[src/rtl/mux_scan_sampler.sv]
// rtl/mux_scan_sampler.sv - scans a 4:1 mux through its select lines and packs the samples into a word
// One-entry output buffer; a completed word that finds the buffer occupied is dropped and flagged.
module mux_scan_sampler #(
  parameter int DWELL_W = 4
) (
  input  logic               clk,
  input  logic               rst_n,
  input  logic               en,
  input  logic [DWELL_W-1:0] dwell,
  input  logic               mux_out,
  output logic [1:0]         sel,
  output logic [3:0]         word,
  output logic               word_valid,
  input  logic               word_ready,
  output logic               overrun,
  input  logic               clear
);

  typedef enum logic [0:0] {
    IDLE,
    SETTLE
  } state_t;

  state_t             state_q;
  logic [1:0]         sel_q;
  logic [DWELL_W-1:0] cnt_q;
  logic [DWELL_W-1:0] dwell_q;
  logic [3:0]         shadow_q;
  logic [3:0]         word_q;
  logic               word_valid_q;
  logic               overrun_q;

  logic [3:0]         word_d;
  logic               buf_free_d;

  // The final channel goes straight into the word; shadow[3] is not yet visible.
  assign word_d     = {mux_out, shadow_q[2:0]};
  assign buf_free_d = !word_valid_q || word_ready;

  always_ff @(posedge clk) begin
    if (!rst_n) begin
      state_q      <= IDLE;
      sel_q        <= 2'd0;
      cnt_q        <= '0;
      dwell_q      <= '0;
      shadow_q     <= 4'd0;
      word_q       <= 4'd0;
      word_valid_q <= 1'b0;
      overrun_q    <= 1'b0;
    end else begin
      if (word_valid_q && word_ready) begin
        word_valid_q <= 1'b0;
      end
      if (clear) begin
        overrun_q <= 1'b0;
      end

      case (state_q)
        IDLE: begin
          sel_q <= 2'd0;
          cnt_q <= '0;
          if (en) begin
            state_q <= SETTLE;
            dwell_q <= dwell;
          end
        end
        SETTLE: begin
          if (!en) begin
            state_q  <= IDLE;
            sel_q    <= 2'd0;
            cnt_q    <= '0;
            shadow_q <= 4'd0;
          end else if (cnt_q != dwell_q) begin
            cnt_q <= cnt_q + 1'b1;
          end else begin
            shadow_q[sel_q] <= mux_out;
            sel_q           <= sel_q + 2'd1;
            cnt_q           <= '0;
            dwell_q         <= dwell;
            if (sel_q == 2'd3) begin
              // A drain in the same cycle frees the slot, so the new word wins.
              if (buf_free_d) begin
                word_q       <= word_d;
                word_valid_q <= 1'b1;
              end else begin
                overrun_q <= 1'b1;
              end
            end
          end
        end
        default: begin
          state_q <= IDLE;
          sel_q   <= 2'd0;
          cnt_q   <= '0;
        end
      endcase
    end
  end

  assign sel        = sel_q;
  assign word       = word_q;
  assign word_valid = word_valid_q;
  assign overrun    = overrun_q;

endmodule

[config.mk]
export PLATFORM = sky130hd
export DESIGN_NAME = mux_scan_sampler
export DESIGN_NICKNAME = d
export VERILOG_FILES = /design/src/rtl/mux_scan_sampler.sv
export SDC_FILE = /design/constraint.sdc
export NUM_CORES = 1
export LEC_CHECK = 0
export CELL_PAD_IN_SITES_DETAIL_PLACEMENT = 1
export CELL_PAD_IN_SITES_GLOBAL_PLACEMENT = 1
export CORE_MARGIN = 3
export CORE_UTILIZATION = 40
export CTS_BUF_LIST = sky130_fd_sc_hd__clkbuf_16
export CTS_CLUSTER_SIZE = 16
export DETAILED_ROUTE_END_ITERATION = 8
export DONT_BUFFER_PORTS = 1
export PLACE_DENSITY_LB_ADDON = 0.1
export SLEW_MARGIN = 40
export SYNTH_ARGS = -nofsm -noshare
export SYNTH_HDL_FRONTEND = slang
export SYNTH_SLANG_ARGS = --single-unit
[constraint.sdc]
create_clock -name clk -period 3.1 [get_ports clk]
set_input_delay 0.93 -clock clk [delete_from_list [all_inputs] [get_ports clk]]
set_output_delay 0.93 -clock clk [all_outputs]
set_load 0.02 [all_outputs]
==> impl_metrics.toml <==
[synthesis]
syn_inst = 109
yosys-top-cells-area = "dfxtp_1, mux2i_1, ha_1"
synth-async-reset-ratio_pct = 0
synth-main-ff-cell = "dfxtp_1"
ys_warn_count = 0
synth.avg_cell_area_um2 = 9.516
ys_ff_latch = 20
synth_cell_type_count = 27
synth.largest_area_cell = "dfxtp_1"
synth_top_cell_area_share_pct = 38.60
synth_seq_area_share_pct = 38.60
synth_edf_count = 0
syn_area_mm2 = 0.001037
synth_fp_nets = 124

[floorplanning]
core_mm2 = 0.002340
dieHeight_um = 56.92
die_w_um = 56.92
dieArea_mm2 = 0.003240
std_cell_rows = 17
io_pins = 18
initial_core_util_pct = 44.33

[worst_setup_path]
crit_cells = 4
cp.arrival_ns = 1.87
r2r_cells = 4
worstSetupPathType = "register to register"
worstPathMaxFanout = 15
critPathBufInv = 0
critical_path.max_stage_delay_ns = 0.70
cp_cell_sequence = "xnor2_1 -> and4_1 -> nand3_1 -> mux2i_1"
endpoint_kind = "register"
cp_slowest_cell = "and4_1"
start_kind = "register"
cp_top_family = "simple AND/OR/NAND/NOR gates"
crit_required_ns = 3.23

[pwr]
cellPowerDensity_mw_per_mm2 = 550.0
leakagePower_nw = 0.3963
p_total_mw = 0.6041
peakVddDrop_v = 0.0002448

[route]
vias_per_cell = 5.567
wl_per_cell_um = 16.44
dr.pass1.iters = 4
drt-initial-drc-count = 11
drt-total-wl_um = 2203
route.vias.total = 746
antenna_left = 0
drc = 0

[cts]
clk_path_buf_depth = 2
cts.reportedPaths.clkPinSlew_ns = 0.06
cts_resized = 0
postCtsHoldBufs = 0
cts_tree = "yes"
cts_setup_buffers = 0
cts_max_level = 1
cts.sinks = 20
cts_inserted_buffers = 3
clk_latency_ns = 0.25
cts-root-buf = "clkbuf_16"

[status]
status = "finished, final reports clean"

[sta]
fin_crit_sh_pct = 55.96
slew_viol_final = 0
worst_pin_slew_ns = 0.7236
max_freq_ghz = 0.5765
min_period_ns = 1.735
layout_setup_ws_ns = 1.365
rsz0062_at_grt = "false"
max_slew_margin_pct = 51.76
fin_skew_ns = 0.003033
setup_viol = 0
timing.hold.ws_ns = 0.4768
fin_tns_setup_ns = 0
final_hold_viol_count = 0

[final_layout]
utilization_pct = 46.95
final_cells = 134
antenna_cells = 0
synthToLayoutAreaGrowth_pct = 5.910
final_area_mm2 = 0.001099
final_layout_size_suffix_gt1_share_pct = 13.21
n_fill_cell = 274
nets = 122

[grt]
grt_pass1_vias = 834
grt.total_usage_pct = 15.30
grt-ovfl-total = 0
grt_pass1_wl_um = 3988
grt_max_degree = 24
antenna_found_initial = 0

[placed_design]
pre_cts_ws_ns = 1.338
dp_hpwl_um = 1639
place.gp.congestion = 0.7104
place_area_mm2 = 0.001020
port-buffer-count = 0
dp.cells = 130

[worst_hold_path]
hp-class = "register to register"
holdPathStages = 2

[flow_run]
cap_violations = 0
-- layer usage --
layer,wire [um],track usage [%],vias up
li1,-,-,374
met1,1047,20.89,360
met4,12,3.974,0
met5,0,0,-
met2,1050,24.14,10
met3,93,3.678,2
-- path summary, 6_finish.rpt --
path                                                from  slack, ns                  endpoint
worst max-delay path                 cnt_q[2]$_SDFF_PN0_       1.37  shadow_q[2]$_SDFFE_PN0P_
worst min-delay path            shadow_q[2]$_SDFFE_PN0P_       0.48      word[2]$_SDFFE_PN0P_
worst max register to register       cnt_q[2]$_SDFF_PN0_       1.37  shadow_q[2]$_SDFFE_PN0P_
worst min register to register  shadow_q[2]$_SDFFE_PN0P_       0.48      word[2]$_SDFFE_PN0P_
-- power by group --
| part | switching [mW] | internal [mW] | total (mW) |
|---|---|---|---|
| registers | 0.0112 | 0.266 | 0.277 |
| clock network | 0.0905 | 0.172 | 0.262 |
| logic | 0.0413 | 0.0236 | 0.0649 |
-- state kept, by name, summed over array words and instances, names as in the netlist --
signal / cells
word: 4
cnt_q: 4
overrun: 1
word_valid: 1
sel: 2
dwell_q: 4
shadow_q: 3
state_q: 1
-- Yosys cell counts (2+ instances only) --
cell type	instances
clkbuf_1	3
xnor2_1	6
nand4_1	3
buf_2	2
a31oi_1	4
nand3_2	5
o211ai_2	4
and3b_1	4
nand2_1	13
ha_1	5
nand3_1	12
nor2_1	5
nand2b_1	2
mux2i_1	7
inv_1	3
dfxtp_1	20
-- kinds of logic (layout without fill, tap and decap cells) --
group	count (synthesis)	in the layout	synth area share [%]
and+or+nand+nor	49	49	26.90
AOI/OAI and AO/OA	11	11	9.650
adders and majority gates	5	5	6.031
DFF	20	20	38.60
buffers and inverters	10	7	6.152
muxes	7	7	6.755
xor gates and xnor gates	7	7	5.911
-- worst reg2reg max path: stages, from the launching register on --
cell and delay [ns]:
dfxtp_1 0.40, xnor2_1 0.15, and4_1 0.70, nand3_1 0.21
mux2i_1 0.16
-- final cells by class --
type,count,area [um^2],area share (%)
Clock buffer,3,75.07,6.834
Clock inverter,1,3.754,0.3417
Multi-Input combinational cell,79,573.1,52.16
Inverter,3,11.26,1.025
Sequential cell,20,400.4,36.45
Tap cell,28,35.03,3.189
-- placed cells by master, fill, tap and decap left out, types with 2 or more instances in the layout --
cell / count
a31oi_1: 4
and3b_1: 4
clkbuf_16: 3
dfxtp_1: 20
ha_1: 5
inv_1: 3
mux2i_1: 7
nand2_1: 13
nand2b_1: 2
nand3_1: 12
nand3_2: 5
nand4_1: 3
nor2_1: 5
o211ai_2: 4
xnor2_1: 6
Note: power is estimated with default switching activity, not from simulation.
